`config.mk`:
```
export PLATFORM = sky130hd
export DESIGN_NAME = life_stepper
export DESIGN_NICKNAME = d
export VERILOG_FILES = /design/src/rtl/life_pkg.sv /design/src/rtl/life_row_rule.sv /design/src/rtl/life_stepper.sv
export SDC_FILE = /design/constraint.sdc
export NUM_CORES = 1
export LEC_CHECK = 0
export BUFFER_PORTS_ARGS = -buffer_cell sky130_fd_sc_hd__buf_2
export CAP_MARGIN = 20
export CORE_ASPECT_RATIO = 2
export CORE_UTILIZATION = 50
export DETAILED_ROUTE_END_ITERATION = 6
export GPL_ROUTABILITY_DRIVEN = 0
export HOLD_SLACK_MARGIN = 0.06
export PLACE_DENSITY = 0.69
export SYNTH_ARGS = -nofsm -noshare
export SYNTH_HDL_FRONTEND = slang
export SYNTH_HIERARCHICAL = 1
export SYNTH_SLANG_ARGS = --single-unit
```
`constraint.sdc`:
```
create_clock -name clk -period 5.4 [get_ports clk]
set_input_delay 0.54 -clock clk [delete_from_list [all_inputs] [get_ports clk]]
set_output_delay 0.54 -clock clk [all_outputs]
set_load 0.01 [all_outputs]
```
`src/rtl/life_pkg.sv`:
```
// life_pkg: shared state encoding, widths and the per-cell B3/S23 rule
// used by the Game of Life stepper and its row rule.
package life_pkg;

    // Row address width of the arena port.
    localparam int ROW_ADDR_W = 10;

    // Width of the completed-generation counter.
    localparam int GEN_W = 16;

    // Stepper control states.
    typedef enum logic [2:0] {
        IDLE,
        FETCH_ADDR,
        FETCH_DATA,
        WRITE,
        PHANTOM
    } life_state_t;

    // A cell is born with exactly three neighbours and survives with two or three.
    function automatic logic life_next_cell(input logic alive, input logic [3:0] n);
        return (n == 4'd3) || (alive && (n == 4'd2));
    endfunction

endpackage

```
`src/rtl/life_row_rule.sv`:
```
// life_row_rule: purely combinational B3/S23 rule for one row, given the
// rows above and below it. With LIFE_TORUS_EN defined, column 0 and
// column ARENA_WIDTH-1 are neighbours. Otherwise the columns outside the
// arena read as dead.
module life_row_rule
    import life_pkg::*;
#(
    parameter int ARENA_WIDTH = 10
) (
    input  logic [ARENA_WIDTH-1:0] above,
    input  logic [ARENA_WIDTH-1:0] mid,
    input  logic [ARENA_WIDTH-1:0] below,
    output logic [ARENA_WIDTH-1:0] next_row
);

    // Each row gets one extra column on both sides. Bit c+1 holds column c.
    // Bit 0 is the column left of column 0, and bit ARENA_WIDTH+1 is the
    // column right of the last one.
    logic [ARENA_WIDTH+1:0] ext_above;
    logic [ARENA_WIDTH+1:0] ext_mid;
    logic [ARENA_WIDTH+1:0] ext_below;

`ifdef LIFE_TORUS_EN
    assign ext_above = {above[0], above, above[ARENA_WIDTH-1]};
    assign ext_mid   = {mid[0],   mid,   mid[ARENA_WIDTH-1]};
    assign ext_below = {below[0], below, below[ARENA_WIDTH-1]};
`else
    assign ext_above = {1'b0, above, 1'b0};
    assign ext_mid   = {1'b0, mid,   1'b0};
    assign ext_below = {1'b0, below, 1'b0};
`endif

    for (genvar c = 0; c < ARENA_WIDTH; c++) begin : g_cell
        logic [3:0] n;

        // Sum the eight neighbours around column c. The column itself in mid is excluded.
        assign n = 4'(ext_above[c]) + 4'(ext_above[c+1]) + 4'(ext_above[c+2])
                 + 4'(ext_mid[c])                         + 4'(ext_mid[c+2])
                 + 4'(ext_below[c]) + 4'(ext_below[c+1]) + 4'(ext_below[c+2]);

        assign next_row[c] = life_next_cell(ext_mid[c+1], n);
    end

endmodule

```
`src/rtl/life_stepper.sv`:
```
// life_stepper: computes one Game of Life generation in place over the
// arena row memory. It keeps a three-row sliding window, so that writing row r
// back never destroys data that rows r+1 and beyond still need.
// Optional feature: define LIFE_TORUS_EN for a toroidal arena. The default
// build is a flat arena, where cells outside the arena are dead.
module life_stepper
    import life_pkg::*;
#(
    parameter int ARENA_WIDTH  = 10,
    parameter int ARENA_HEIGHT = 10
) (
    input  logic                   clk,
    input  logic                   reset_n,
    input  logic                   start,
    output logic                   ready,
    output logic [GEN_W-1:0]       generation,
    output logic [ROW_ADDR_W-1:0]  arena_row_select,
    input  logic [ARENA_WIDTH-1:0] arena_columns_current,
    output logic [ARENA_WIDTH-1:0] arena_columns_new,
    output logic                   arena_columns_write
);

    localparam logic [ROW_ADDR_W-1:0] LAST_ROW = ROW_ADDR_W'(ARENA_HEIGHT - 1);
    // The row after row r can still be fetched from the arena only while r < H-2.
    localparam logic [ROW_ADDR_W-1:0] PEN_ROW  = ROW_ADDR_W'(ARENA_HEIGHT - 2);

`ifdef LIFE_TORUS_EN
    // Priming fetches H-1, 0, 1, so that row 0 sees its wrapped upper neighbour.
    localparam logic [1:0]            PRIME_LAST  = 2'd2;
    localparam logic [ROW_ADDR_W-1:0] FIRST_FETCH = LAST_ROW;
`else
    // Priming fetches 0, 1. The cleared window supplies the dead row above row 0.
    localparam logic [1:0]            PRIME_LAST  = 2'd1;
    localparam logic [ROW_ADDR_W-1:0] FIRST_FETCH = '0;
`endif

    life_state_t              state;
    logic [ARENA_WIDTH-1:0]   above;
    logic [ARENA_WIDTH-1:0]   mid;
    logic [ARENA_WIDTH-1:0]   below;
    logic [ROW_ADDR_W-1:0]    write_row;
    logic [ROW_ADDR_W-1:0]    fetch_row;
    logic [ROW_ADDR_W-1:0]    next_fetch;
    logic [1:0]               prime_cnt;
    logic [ARENA_WIDTH-1:0]   phantom_row;
    logic [ARENA_WIDTH-1:0]   shift_in;
    logic [ARENA_WIDTH-1:0]   rule_row;

`ifdef LIFE_TORUS_EN
    // The original row 0 is kept, because row 0 has already been overwritten when the last row needs it.
    logic [ARENA_WIDTH-1:0]   row0_orig;
    assign phantom_row = row0_orig;
`else
    assign phantom_row = '0;
`endif

    // The fetch pointer steps through rows and wraps from the last row back to row 0.
    assign next_fetch = (fetch_row == LAST_ROW) ? '0 : fetch_row + ROW_ADDR_W'(1);

    // The row entering the window is the arena read data, or the virtual row below the arena in PHANTOM.
    assign shift_in = (state == PHANTOM) ? phantom_row : arena_columns_current;

    // The rule is evaluated on the window as it will be after this cycle's shift.
    // The result is then registered at the same edge as the shift.
    life_row_rule #(
        .ARENA_WIDTH(ARENA_WIDTH)
    ) u_row_rule (
        .above   (mid),
        .mid     (below),
        .below   (shift_in),
        .next_row(rule_row)
    );

    // Control FSM, sliding window and all registered arena-port outputs.
    always_ff @(posedge clk or negedge reset_n) begin
        if (!reset_n) begin
            state               <= IDLE;
            ready               <= 1'b1;
            generation          <= '0;
            arena_row_select    <= '0;
            arena_columns_new   <= '0;
            arena_columns_write <= 1'b0;
            above               <= '0;
            mid                 <= '0;
            below               <= '0;
`ifdef LIFE_TORUS_EN
            row0_orig           <= '0;
`endif
            write_row           <= '0;
            fetch_row           <= '0;
            prime_cnt           <= '0;
        end else begin
            arena_columns_write <= 1'b0;
            case (state)
                IDLE: begin
                    if (start) begin
                        above            <= '0;
                        mid              <= '0;
                        below            <= '0;
                        write_row        <= '0;
                        prime_cnt        <= '0;
                        fetch_row        <= FIRST_FETCH;
                        arena_row_select <= FIRST_FETCH;
                        ready            <= 1'b0;
                        state            <= FETCH_ADDR;
                    end
                end

                FETCH_ADDR: begin
                    state <= FETCH_DATA;
                end

                FETCH_DATA: begin
                    above     <= mid;
                    mid       <= below;
                    below     <= arena_columns_current;
`ifdef LIFE_TORUS_EN
                    if (fetch_row == '0) begin
                        row0_orig <= arena_columns_current;
                    end
`endif
                    fetch_row <= next_fetch;
                    if (prime_cnt < PRIME_LAST) begin
                        prime_cnt        <= prime_cnt + 2'd1;
                        arena_row_select <= next_fetch;
                        state            <= FETCH_ADDR;
                    end else begin
                        arena_columns_new   <= rule_row;
                        arena_row_select    <= write_row;
                        arena_columns_write <= 1'b1;
                        state               <= WRITE;
                    end
                end

                WRITE: begin
                    if (write_row == LAST_ROW) begin
                        generation <= generation + GEN_W'(1);
                        ready      <= 1'b1;
                        state      <= IDLE;
                    end else begin
                        write_row <= write_row + ROW_ADDR_W'(1);
                        if (write_row < PEN_ROW) begin
                            arena_row_select <= fetch_row;
                            state            <= FETCH_ADDR;
                        end else begin
                            state <= PHANTOM;
                        end
                    end
                end

                PHANTOM: begin
                    above               <= mid;
                    mid                 <= below;
                    below               <= phantom_row;
                    arena_columns_new   <= rule_row;
                    arena_row_select    <= write_row;
                    arena_columns_write <= 1'b1;
                    state               <= WRITE;
                end

                default: begin
                    ready <= 1'b1;
                    state <= IDLE;
                end
            endcase
        end
    end

endmodule
```
Word level (Yosys, flattened, before mapping)
Cells that the tools add are included.

$add $sub $neg: 67. $mul: 0. Divide/modulo/power cells: 0. Magnitude comparators: 2. Eq/ne operators: 32. Shift operators: 0. Mux-type cells: 27. Bitwise logic cells: 1. Reduce and logical (&&, ||, !) cells: 38.

Operator list (count): 4-bit by 1-bit adder with 4-bit output (54); 4-bit by 2-bit == test with 1-bit output, second input constant (20); 10-bit 2-to-1 mux (8); 10-bit one-hot mux with 2 select lines (4); 10-bit one-hot mux with 4 select lines (1); 10-bit one-hot mux with 3 select lines (1); 10-bit by 1-bit adder with 10-bit output, second input constant (2); 10-bit by 4-bit == test with 1-bit output, second input constant (2); 1-bit by 1-bit adder with 2-bit output (9); 16-bit by 1-bit adder with 16-bit output, second input constant (1); 3-bit one-hot mux with 5 select lines (1); 2-bit != test, second input constant (6); 1-bit logical AND (10); 1-bit logical OR (10); 10-bit by 4-bit < comparator with 1-bit output, second input constant (1); 2-bit AND reduction (5); 3-bit 2-to-1 mux (3); 3-bit AND reduction (3); 2-bit nonzero test (4); 3-bit by 2-bit == test with 1-bit output, second input constant (2); 2-bit 2-to-1 mux (3); 2-bit one-hot mux with 2 select lines (1); 4-bit AND reduction (1); 4-bit nonzero test (1); other kinds (12) (14).

Bits in registers: 83. Bits in latches: 0. RAM bits: 0. ROM bits: 0. Input port bits: 13. Output and inout bits: 38. Word-level logic and storage cells: 178. Memories: 0.

Longest topological paths before layout
Gate-level depths: netlist (run 1).

Word-level depth: 12. Depth in mapped cells: 14. Depth with buffers taken out: 12.

By module
Netlist (run 1), hierarchy kept.

Modules (own cells, without submodules): life_stepper (instances 1, cells an instance 375, area each 4164.0 µm², sequential area each 2078.2 µm²); life_row_rule (instances 1, cells an instance 169, area each 1521.5 µm², sequential area each 0.0 µm²).

Worst setup path before layout (run 1)
OpenSTA, ideal clock, no wires.

Kind: flip-flop to flip-flop. Start point: reg state[1]. End point: reg arena_columns_new[5]. Library setup time: 0.064 ns. Data arrival time: 3.769 ns. Required time: 5.336 ns. Setup slack: 1.566 ns. Stages on the path, launching flop included: 15. Buffers on the path: 2. Clock period less this slack: 3.834 ns. Path through: dfrtp_1 buf_4 nor3b_1 clkbuf_1 nor2b_1 inv_1 fa_1 fa_1 fa_1 inv_1 ha_1 fa_1 or2_2 a21oi_1 mux2_2.

Elaborated cells on any way between the ends: 15. Classes of those cells: 3 x add/sub; 5 x eq/ne; 3 x mux; 4 x reduce/logical.

RTL lines: start: declaration (RTL line life_stepper.sv:37) `life_state_t state;`; start signal: assignment (RTL line life_stepper.sv:77) `state <= IDLE;`; start signal: assignment (RTL line life_stepper.sv:105) `state <= FETCH_ADDR;`; start signal: assignment (RTL line life_stepper.sv:110) `state <= FETCH_DATA;`; 3-bit == test (*) (RTL line life_stepper.sv:61) `assign shift_in = (state == PHANTOM) ? phantom_row : arena_columns_current;`; 10-bit 2-to-1 mux (*) (RTL line life_stepper.sv:61); named net shift_in[5] (RTL line life_stepper.sv:46) `logic [ARENA_WIDTH-1:0] shift_in;`; 4-bit by 1-bit adder with 4-bit output (*) (2 in a row) (RTL line life_row_rule.sv:39) `+ 4'(ext_below[c]) + 4'(ext_below[c+1]) + 4'(ext_below[c+2]);`; 4-bit by 2-bit == test with 1-bit output (RTL line life_pkg.sv:22) `return (n == 4'd3) || (alive && (n == 4'd2));`; 1-bit logical AND (RTL line life_pkg.sv:22); 1-bit logical OR (*) (RTL line life_pkg.sv:22); named net rule_row[5] (RTL line life_stepper.sv:47) `logic [ARENA_WIDTH-1:0] rule_row;`; 10-bit 2-to-1 mux (RTL line life_stepper.sv:123) `if (prime_cnt < PRIME_LAST) begin`; 10-bit one-hot mux with 2 select lines (*) (RTL line life_stepper.sv:94) `case (state)`; end signal: assignment (RTL line life_stepper.sv:128) `arena_columns_new <= rule_row;`; end signal: assignment (RTL line life_stepper.sv:155) `arena_columns_new <= rule_row;`; end: declaration (RTL line life_stepper.sv:19) `output logic [ARENA_WIDTH-1:0] arena_columns_new,`.

Mark *: on every way through the listed nets, which the timed path passes. The rest lies on a longest branch. The select of a mux whose other input is x is not followed. A chain may end at the register's enable or synchronous reset.

Worst setup path after layout (run 1)
Start point: reg state[0]. End point: reg arena_columns_new[6].

Same word-level chain as after synthesis.

==> run summary, run 1 <==
Status: completed
Port Buf Inserts: 50
Busiest layer in global routing: met2
First-pass GRT wire length: 21.3 mm
Via Count: 4178
Largest net degree at the start of global routing: 84
Pre-CTS WS: 1.20 ns
Total grt overflow: 0
Area Overhead vs Synth: 11.0%
Initial core utilization: 51.6%
Post-synthesis mux area share: 2.73%
Drt first pass iters: 5
Layout cells sized above 1: 18.3%
DR vias/cell: 5.72
# setup viols final: 0
Post-synth EDFFs: 0
Clk_lat worst skew: 0.34 ns
Met1 Use GR: 23.6%
Initial antenna violation count: 0
Register area: 2080 sq um
Power per cell area: 612 nW/um^2
Synth Area in XOR/XNOR: 4.31%
Hpwl dp: 9.76 mm
Fmax: 236 MHz
Crit end category: register
Crit path DAT: 4.53 ns
Slew headroom: 51.1%
Actual slew at the worst max-slew pin: 0.731 ns
Share of the synthesized area in the top cell type: 36.1%
Unrepaired setup endpoints after global routing: false
DRC Markers: 0
Worst Setup Path Type: reg2reg
Reg clk slew, reported paths: 0.06 ns
Boundary pin count: 51
Die height: 153 microns
Worst Setup Slack, final: 1.16 ns
Sequential cell area fraction in the yosys report: 36.6%
Max clock buf depth: 2
Synth Area in Simple Gates: 15.4%
Final Cycle Share: 78.6%
Final setup TNS: 0 ns
Drt initial violations: 223
Global routing usage on met2: 44.4%
Synth Flop Type: dfrtp_1
Syn. warnings: 6
Commonest non-fill, non-tap cell in the layout: dfrtp_1
Post-CTS Setup Bufs: 0
Most frequent cells in the layout: dfrtp_1 (82), inv_1 (70), buf_2 (49)
Fin nets: 667
Crit path time final: 4.24 ns
Synth Area in Compound Gates: 13.6%
Fin. Hold Viols: 0
Final Cell Area: 6310 sq um
FF-to-FF path depth: 13
Fill count: 939
CTS tree: done
WP data required: 5.68 ns
Max Cap Violations: 0
Post-Synthesis Cells: 544
Total routed wirelength: 13.0 mm
Clock root cell: clkbuf_16
Largest family of logic cells by synthesized area: adder cells
Ant diodes: 0
GRT Total Usage: 23.5%
Hold crit path type: in2async
Die Wd: 77.4 microns
Core area: 11000 sq um
Maximum vdd drop: 310 uV
Post-synth cell types: 63
DRT antenna net count: 0
Htree depth: 3
Post-CTS Hold Fix Bufs: 0
Drt wl/cell: 17.9 microns
Yosys top cell by area: dfrtp_1
Average cell area after synthesis: 10.5 sq um
Area of the multi-input gates: 3170 sq um
Mapped Nets: 625
Max Fanout on Critical Path: 18
Mapped Area: 5690 sq um
Synth Register Bits: 83
CP Launch Type: register
Overall Power: 3.86 mW
Die area: 11800 sq um
Synth top area cells: dfrtp_1 (36%), fa_1 (13%), ha_1 (7.0%)
CTS sink cnt: 83
Cts bufs inserted: 9
GR Util met3: 3.11%
LEAKAGE: 3.19 nW
Adder-cell share of the synthesized area: 19.7%
Post-Route Skew: 0.00940 ns
Ys async rst share: 100%
Resize count post-CTS: 0
Area post-placement: 5960 sq um
Max Transition Viols Final: 0
Rows: 54
Vias in the first global route: 4383
-- cell usage after synthesis (14+ instances only) --
library cell,n
dfrtp_1,82
inv_1,70
fa_1,36
ha_1,32
nor2_1,30
a21oi_1,27
nand2_1,26
o21ai_0,26
a22o_1,21
nand3_1,17
xnor2_1,16
nor2b_1,14
-- area by class of cell --
| class | instances | share of cell area (%) |
|---|---|---|
| Multi-Input combinational cell | 367 | 50.3 |
| Sequential cell | 83 | 32.9 |
| Timing Repair Buffer | 55 | 4.86 |
| Inverter | 70 | 4.16 |
| Clock buffer | 10 | 3.79 |
| Tap cell | 140 | 2.78 |
| Clock inverter | 5 | 1.23 |
-- report_power, final --
part | total [mW] | internal [mW] | switching [mW]
Combinational | 2.25 | 0.985 | 1.26
Clock | 0.662 | 0.413 | 0.248
Sequential | 0.952 | 0.771 | 0.181
-- per-stage QoR --
| step | util, % | hold slack (ns) | std cells |
|---|---|---|---|
| finish | 57.3 | 0.190 | 730 |
| global route | 57.3 | 0.234 | 730 |
| CTS | 57.0 | 0.428 | 728 |
| detailed placement | 54.2 | 0.468 | 713 |
| global placement | 54.2 | 0.457 | 713 |
| floorplan | - | 0.244 | 544 |
-- state kept, by name (all words and copies together) (netlist names) --
signal               count
generation              16
arena_columns_new       10
arena_row_select        10
below                   10
fetch_row               10
mid                     10
write_row               10
state                    3
prime_cnt                2
arena_columns_write      1
ready                    1
-- critical path, stage by stage, from the launching register on --
cell	delay, ns
dfrtp_1	0.74
nor3b_1	0.12
buf_4	0.21
nor2b_1	0.19
inv_1	0.14
fa_1	0.51
fa_1	0.43
fa_1	0.54
inv_1	0.06
ha_1	0.25
fa_1	0.39
or2_2	0.28
a21oi_1	0.14
mux2_2	0.16
-- metal layers --
metal	vias up	part of all wire, %
met5	-	0
met4	0	5.4
met3	35	2.7
met2	88	56
met1	2114	36
li1	1941	-
-- worst paths after layout --
path	slack, ns	end	start
hold reg to reg	0.47	arena_row_select[8]	arena_row_select[8]
setup reg to reg	1.16	arena_columns_new[6]	state[0]
max in group asynchronous	4.57	arena_columns_new[1]	reset_n
hold / removal	0.19	generation[11]	reset_n
min in group clk	0.44	below[6]	arena_columns_current[6]
setup / recovery	1.16	arena_columns_new[6]	state[0]
-- cell families after synthesis --
kind of cell             Yosys count
multiplexers                      14
XOR/XNOR                          28
AND/OR/NAND/NOR                  148
adder cells (fa/ha/maj)           68
AO/OA/AOI/OAI                    109
buffers and inverters             94
flip-flops                        83
Note: power is estimated with default switching activity, not from simulation.
==> run 2, diff against run 1 <==
==> constraint.sdc (replaced) <==
create_clock -name clk -period 4.3 [get_ports clk]
set_input_delay 0.43 -clock clk [delete_from_list [all_inputs] [get_ports clk]]
set_output_delay 0.43 -clock clk [all_outputs]
set_load 0.01 [all_outputs]
==> run 2 against run 1 <==
Utilization is 0.11 points higher. Critical endpoint unchanged. Clock skew is 0.0027 ns lower. Cell count is 0.55% higher. Largest cell class unchanged. Critical path type unchanged.
==> run summary, run 2 (same netlist as run 1, synthesis figures left out) <==
Status: completed
Slew headroom: 48.5%
Final setup TNS: 0 ns
Total routed wirelength: 13.3 mm
Post-CTS Setup Bufs: 0
Vias in the first global route: 4564
Largest register FFs: 16
Power per cell area: 776 nW/um^2
CP peak stage delay: 0.52 ns
Max Cap Violations: 0
Most frequent cells in the layout: dfrtp_1 (82), inv_1 (70), buf_2 (49)
Fill count: 940
Layout cells sized above 1: 18.7%
Reg clk slew, reported paths: 0.06 ns
Post-layout util: 57.4%
Hpwl dp: 10.1 mm
Largest net degree at the start of global routing: 44
CTS tree: done
Crit path DAT: 4.15 ns
Worst Setup Path Type: reg2reg
WP data required: 4.58 ns
Drt initial violations: 278
GRT Total Usage: 23.8%
CP Launch Type: register
Cell Chain, Critical Path: nor3b_1 > buf_4 > nor2b_1 > inv_1 > fa_1 > fa_1 > fa_1 > inv_1 > ha_1 > fa_1 > or2_2 > a21oi_1 > mux2_2
Most used cell, CP: fa_1
Biggest register: generation
Ant diodes: 0
Fin. Hold Viols: 0
Unrepaired setup endpoints after global routing: false
Crit end category: register
Fin nets: 670
Core area: 11000 sq um
Max Fanout on Critical Path: 11
Max clock buf depth: 2
Critical path buffer and inverter count: 3
Area of the multi-input gates: 3170 sq um
DRT antenna net count: 0
Initial antenna violation count: 0
Drt first pass iters: 4
Family with the most delay on the worst path: adder cells
Port Buf Inserts: 50
Post-Route Skew: 0.00674 ns
Clock root cell: clkbuf_16
Actual slew at the worst max-slew pin: 0.771 ns
Max Transition Viols Final: 0
DRC Markers: 0
Total grt overflow: 0
Htree depth: 3
Clk_lat worst skew: 0.34 ns
Crit path time final: 3.87 ns
Area post-placement: 5990 sq um
Commonest non-fill, non-tap cell in the layout: dfrtp_1
Final Cycle Share: 90.1%
Die height: 153 microns
Maximum vdd drop: 396 uV
Drt wl/cell: 18.1 microns
Fmax: 258 MHz
Register area: 2080 sq um
LEAKAGE: 3.19 nW
DR vias/cell: 5.75
First-pass GRT wire length: 21.8 mm
Post-CTS Hold Fix Bufs: 0
CP max stage cell: fa_1
Initial core utilization: 51.6%
Die area: 11800 sq um
Cts bufs inserted: 9
# setup viols final: 0
CTS sink cnt: 83
Area Overhead vs Synth: 11.2%
Die Wd: 77.4 microns
Via Count: 4223
Boundary pin count: 51
Rows: 54
Final Cell Area: 6320 sq um
Resize count post-CTS: 0
Hold crit path type: in2async
-- run 2: final cells by class --
class | instances | area share [%]
timing repair buffer | 58 | 5.00
multi-input combinational | 367 | 50.2
tap | 140 | 2.77
inverter | 70 | 4.15
clock buffer | 10 | 3.62
sequential | 83 | 32.9
clock inverter | 6 | 1.42
-- run 2: worst reg2reg max path, stage by stage, from the launching register on --
cell and delay, ns:
dfrtp_1 0.38, nor3b_1 0.14, buf_4 0.18, nor2b_1 0.20, inv_1 0.12, fa_1 0.52, fa_1 0.45, fa_1 0.50
inv_1 0.05, ha_1 0.20, fa_1 0.39, or2_2 0.28, a21oi_1 0.21, mux2_2 0.18
-- run 2: power breakdown --
| group | total, mW | switching (mW) | internal [mW] | leakage, nW |
|---|---|---|---|---|
| Clock | 0.827 | 0.318 | 0.510 | 0.153 |
| Combinational | 2.93 | 1.67 | 1.26 | 1.92 |
| Sequential | 1.15 | 0.180 | 0.970 | 1.12 |
| Total | 4.91 | 2.17 | 2.74 | 3.19 |
-- run 2: final timing paths --
path                                     startpoint                    to  slack (ns)  cells after the start
setup / recovery                           state[2]  arena_columns_new[6]        0.43                     13
hold / removal                              reset_n          write_row[5]        0.08                      1
setup reg to reg                           state[2]  arena_columns_new[6]        0.43                     13
hold reg to reg                      generation[15]        generation[15]        0.47                      1
max in group asynchronous                   reset_n                 ready        3.26                      2
min in group clk           arena_columns_current[0]              below[0]        0.33                      2
-- run 2: metal layers --
metal / share of wire (%) / vias to the layer above / routed length, microns / track usage [%]
li1: - / 1953 / - / -
met1: 36 / 2098 / 4740 / 23.5
met2: 56 / 117 / 7360 / 44.6
met3: 3.0 / 55 / 394 / 3.47
met4: 5.8 / 0 / 765 / 15.3
met5: 0 / - / 0 / 0
-- run 2: stage by stage --
stage | cells | total power, mW | hold WS, ns | worst slack (ns)
after global placement | 717 | 3.81 | 0.450 | 0.569
after detailed placement | 717 | 4.05 | 0.456 | 0.484
after floorplan | 544 | 3.27 | 0.134 | 0.466
after global routing | 734 | 5.35 | 0.125 | 0.264
after CTS | 733 | 4.93 | 0.0907 | 0.440
final | 734 | 4.91 | 0.0762 | 0.426
==> run 3, diff against run 2 <==
--- a/config.mk
+++ b/config.mk
@@ -15,5 +15,4 @@
 export PLACE_DENSITY = 0.69
 export SYNTH_ARGS = -nofsm -noshare
 export SYNTH_HDL_FRONTEND = slang
-export SYNTH_HIERARCHICAL = 1
 export SYNTH_SLANG_ARGS = --single-unit
==> run 3 against run 2 <==
Die area up 1.0%. First-iteration DRC count is 6.5% higher. Setup slack gained 0.13 ns. Combinational power shrank 29%. Via count rose by 7.3%. Critical path type unchanged. Critical endpoint is now arena_columns_new[2].
==> run summary, run 3 <==
Average cell area after synthesis: 9.59 sq um
CTS tree: done
Adder-cell share of the synthesized area: 19.7%
Maximum vdd drop: 449 uV
Synth Register Bits: 83
Final Cell Area: 6400 sq um
LEAKAGE: 3.20 nW
# setup viols final: 0
Resize count post-CTS: 0
Actual slew at the worst max-slew pin: 0.915 ns
Most frequent cells after synthesis: inv_1 (83), dfrtp_1 (82), nand2_1 (73), nor2_1 (50), fa_1 (36)
Crit path time final: 3.75 ns
Mapped Area: 5750 sq um
Worst Setup Path Type: reg2reg
DRC Markers: 0
Post-Synthesis Cells: 599
Post-CTS Setup Bufs: 0
Hold crit path type: in2async
Synth Area in Compound Gates: 15.6%
Fill count: 1003
Power per cell area: 639 nW/um^2
Initial antenna violation count: 0
Reg clk slew, reported paths: 0.07 ns
Max clock buf depth: 2
Status: completed
Synth top area cells: dfrtp_1 (36%), fa_1 (13%), ha_1 (7.2%)
Drt initial violations: 296
Max Cap Violations: 0
Fraction of power spent switching nets: 44.6%
Rows: 55
Largest family of logic cells by synthesized area: adder cells
Mapped Nets: 681
Max Transition Viols Final: 0
Sequential power share: 29.5%
Syn. warnings: 0
Post-Route Skew: 0.00746 ns
Register area: 2080 sq um
Max Fanout on Critical Path: 18
DRT antenna net count: 0
Die height: 154 microns
Crit path DAT: 3.97 ns
Boundary pin count: 51
Area of the multi-input gates: 3230 sq um
Commonest non-fill, non-tap cell in the layout: inv_1
Unrepaired setup endpoints after global routing: false
Final setup TNS: 0 ns
Post-synth EDFFs: 0
CTS sink cnt: 83
Ant diodes: 0
Hpwl dp: 10.3 mm
Slew headroom: 38.6%
Synth Area in Simple Gates: 15.5%
Die Wd: 77.8 microns
Post-synth cell types: 62
Area post-placement: 6100 sq um
Core area: 11200 sq um
Clock root cell: clkbuf_16
CP max stage cell: dfrtp_1
WHS: 0.0640 ns
Int Power: 2.27 mW
Total routed wirelength: 13.7 mm
Clk_lat worst skew: 0.34 ns
Die area: 12000 sq um
DR vias/cell: 5.78
Synth Flop Type: dfrtp_1
Largest net degree at the start of global routing: 44
Initial core utilization: 51.2%
Post-synthesis mux area share: 0.196%
Sequential cell area fraction in the yosys report: 36.2%
Clock share of power: 19.8%
Comb power frac: 50.7%
Drt first pass iters: 4
CP Launch Type: register
Biggest register: generation
CP peak stage delay: 0.68 ns
Ys async rst share: 100%
Largest register FFs: 16
Fmax: 267 MHz
Area Overhead vs Synth: 11.4%
Share of the synthesized area in the top cell type: 35.7%
Most frequent cells in the layout: inv_1 (83), dfrtp_1 (82), nand2_1 (73)
Count leader, synth: inv_1
Cts bufs inserted: 9
WP data required: 4.53 ns
Fin nets: 719
Post-CTS Hold Fix Bufs: 0
Via Count: 4532
Final Cycle Share: 87.1%
Total grt overflow: 0
Crit end category: register
Htree depth: 3
Cell Chain, Critical Path: or3b_2 > nand2_1 > fa_1 > inv_1 > fa_1 > inv_1 > fa_1 > a2111oi_0 > a21oi_1 > o41ai_1
Layout cells sized above 1: 14.8%
Synth Area in XOR/XNOR: 5.03%
Fin. Hold Viols: 0
Yosys top cell by area: dfrtp_1
Drt wl/cell: 17.5 microns
First-pass GRT wire length: 23.5 mm
Overall Power: 4.09 mW
Vias in the first global route: 4774
P_sw: 1.83 mW
GRT Total Usage: 25.1%
Port Buf Inserts: 50
Most used cell, CP: fa_1
Post-layout util: 57.1%
[run 3: cell count changes after synthesis, moves of 11 or more]
cell     change
nor2_1      +20
a21oi_1     -15
nand2_1     +47
mux2_2      -11
inv_1       +13
[run 3: path summary, 6_finish.rpt]
path                                           from  cells past startpoint  slack, ns                   end
min                                         reset_n                      1       0.06          fetch_row[8]
max in group asynchronous                   reset_n                      2       3.27          write_row[1]
max reg2reg                                state[2]                     10       0.55  arena_columns_new[2]
min reg2reg                     arena_row_select[6]                      2       0.47   arena_row_select[6]
min in group clk           arena_columns_current[5]                      2       0.33              below[5]
max                                        state[2]                     10       0.55  arena_columns_new[2]
[run 3: power by group through the flow]
stage | Combinational (mW) | Clock (mW) | Sequential, mW
finish | 2.07 | 0.812 | 1.21
global route | 2.35 | 0.857 | 1.23
CTS | 2.09 | 0.825 | 1.20
detailed placement | 2.09 | 0 | 1.22
global placement | 1.95 | 0 | 1.21
floorplan | 1.56 | 0 | 1.15
[run 3: stage by stage]
step	cells	worst slack (ns)
floorplan	599	0.987
global placement	768	0.880
detailed placement	768	0.574
CTS	784	0.558
global route	784	0.315
finish	784	0.554
[run 3: area by class of cell]
| class | instances | share of cell area, % |
|---|---|---|
| repair buffers | 56 | 4.65 |
| multi-input cells | 404 | 50.5 |
| inverters | 83 | 4.87 |
| clock inverters | 7 | 1.27 |
| flip-flops and latches | 83 | 32.5 |
| well taps | 142 | 2.78 |
| clock buffers | 9 | 3.52 |
[run 3: cells by family after synthesis]
family	after synthesis
and+or+nand+nor	185
adders and majority gates	69
muxes	1
xor gates and xnor gates	33
buffers and inverters	112
DFF	83
AOI/OAI and AO/OA	116
[run 3: metal layers]
| metal | up-vias | global-route usage (%) | part of all wire, % |
|---|---|---|---|
| li1 | 2104 | - | - |
| met1 | 2258 | 27.5 | 36 |
| met2 | 138 | 46.0 | 56 |
| met3 | 32 | 4.04 | 4.0 |
| met4 | 0 | 12.2 | 3.8 |
| met5 | - | 0 | 0 |
[run 3: critical path: cells and delay by family, from the launching register on]
kind | cells | cell delay (ns)
AO/OA/AOI/OAI | 3 | 0.92
adder cells (fa/ha/maj) | 3 | 1.01
buffers and inverters | 2 | 0.14
flip-flops | 1 | 0.68
AND/OR/NAND/NOR | 2 | 0.87
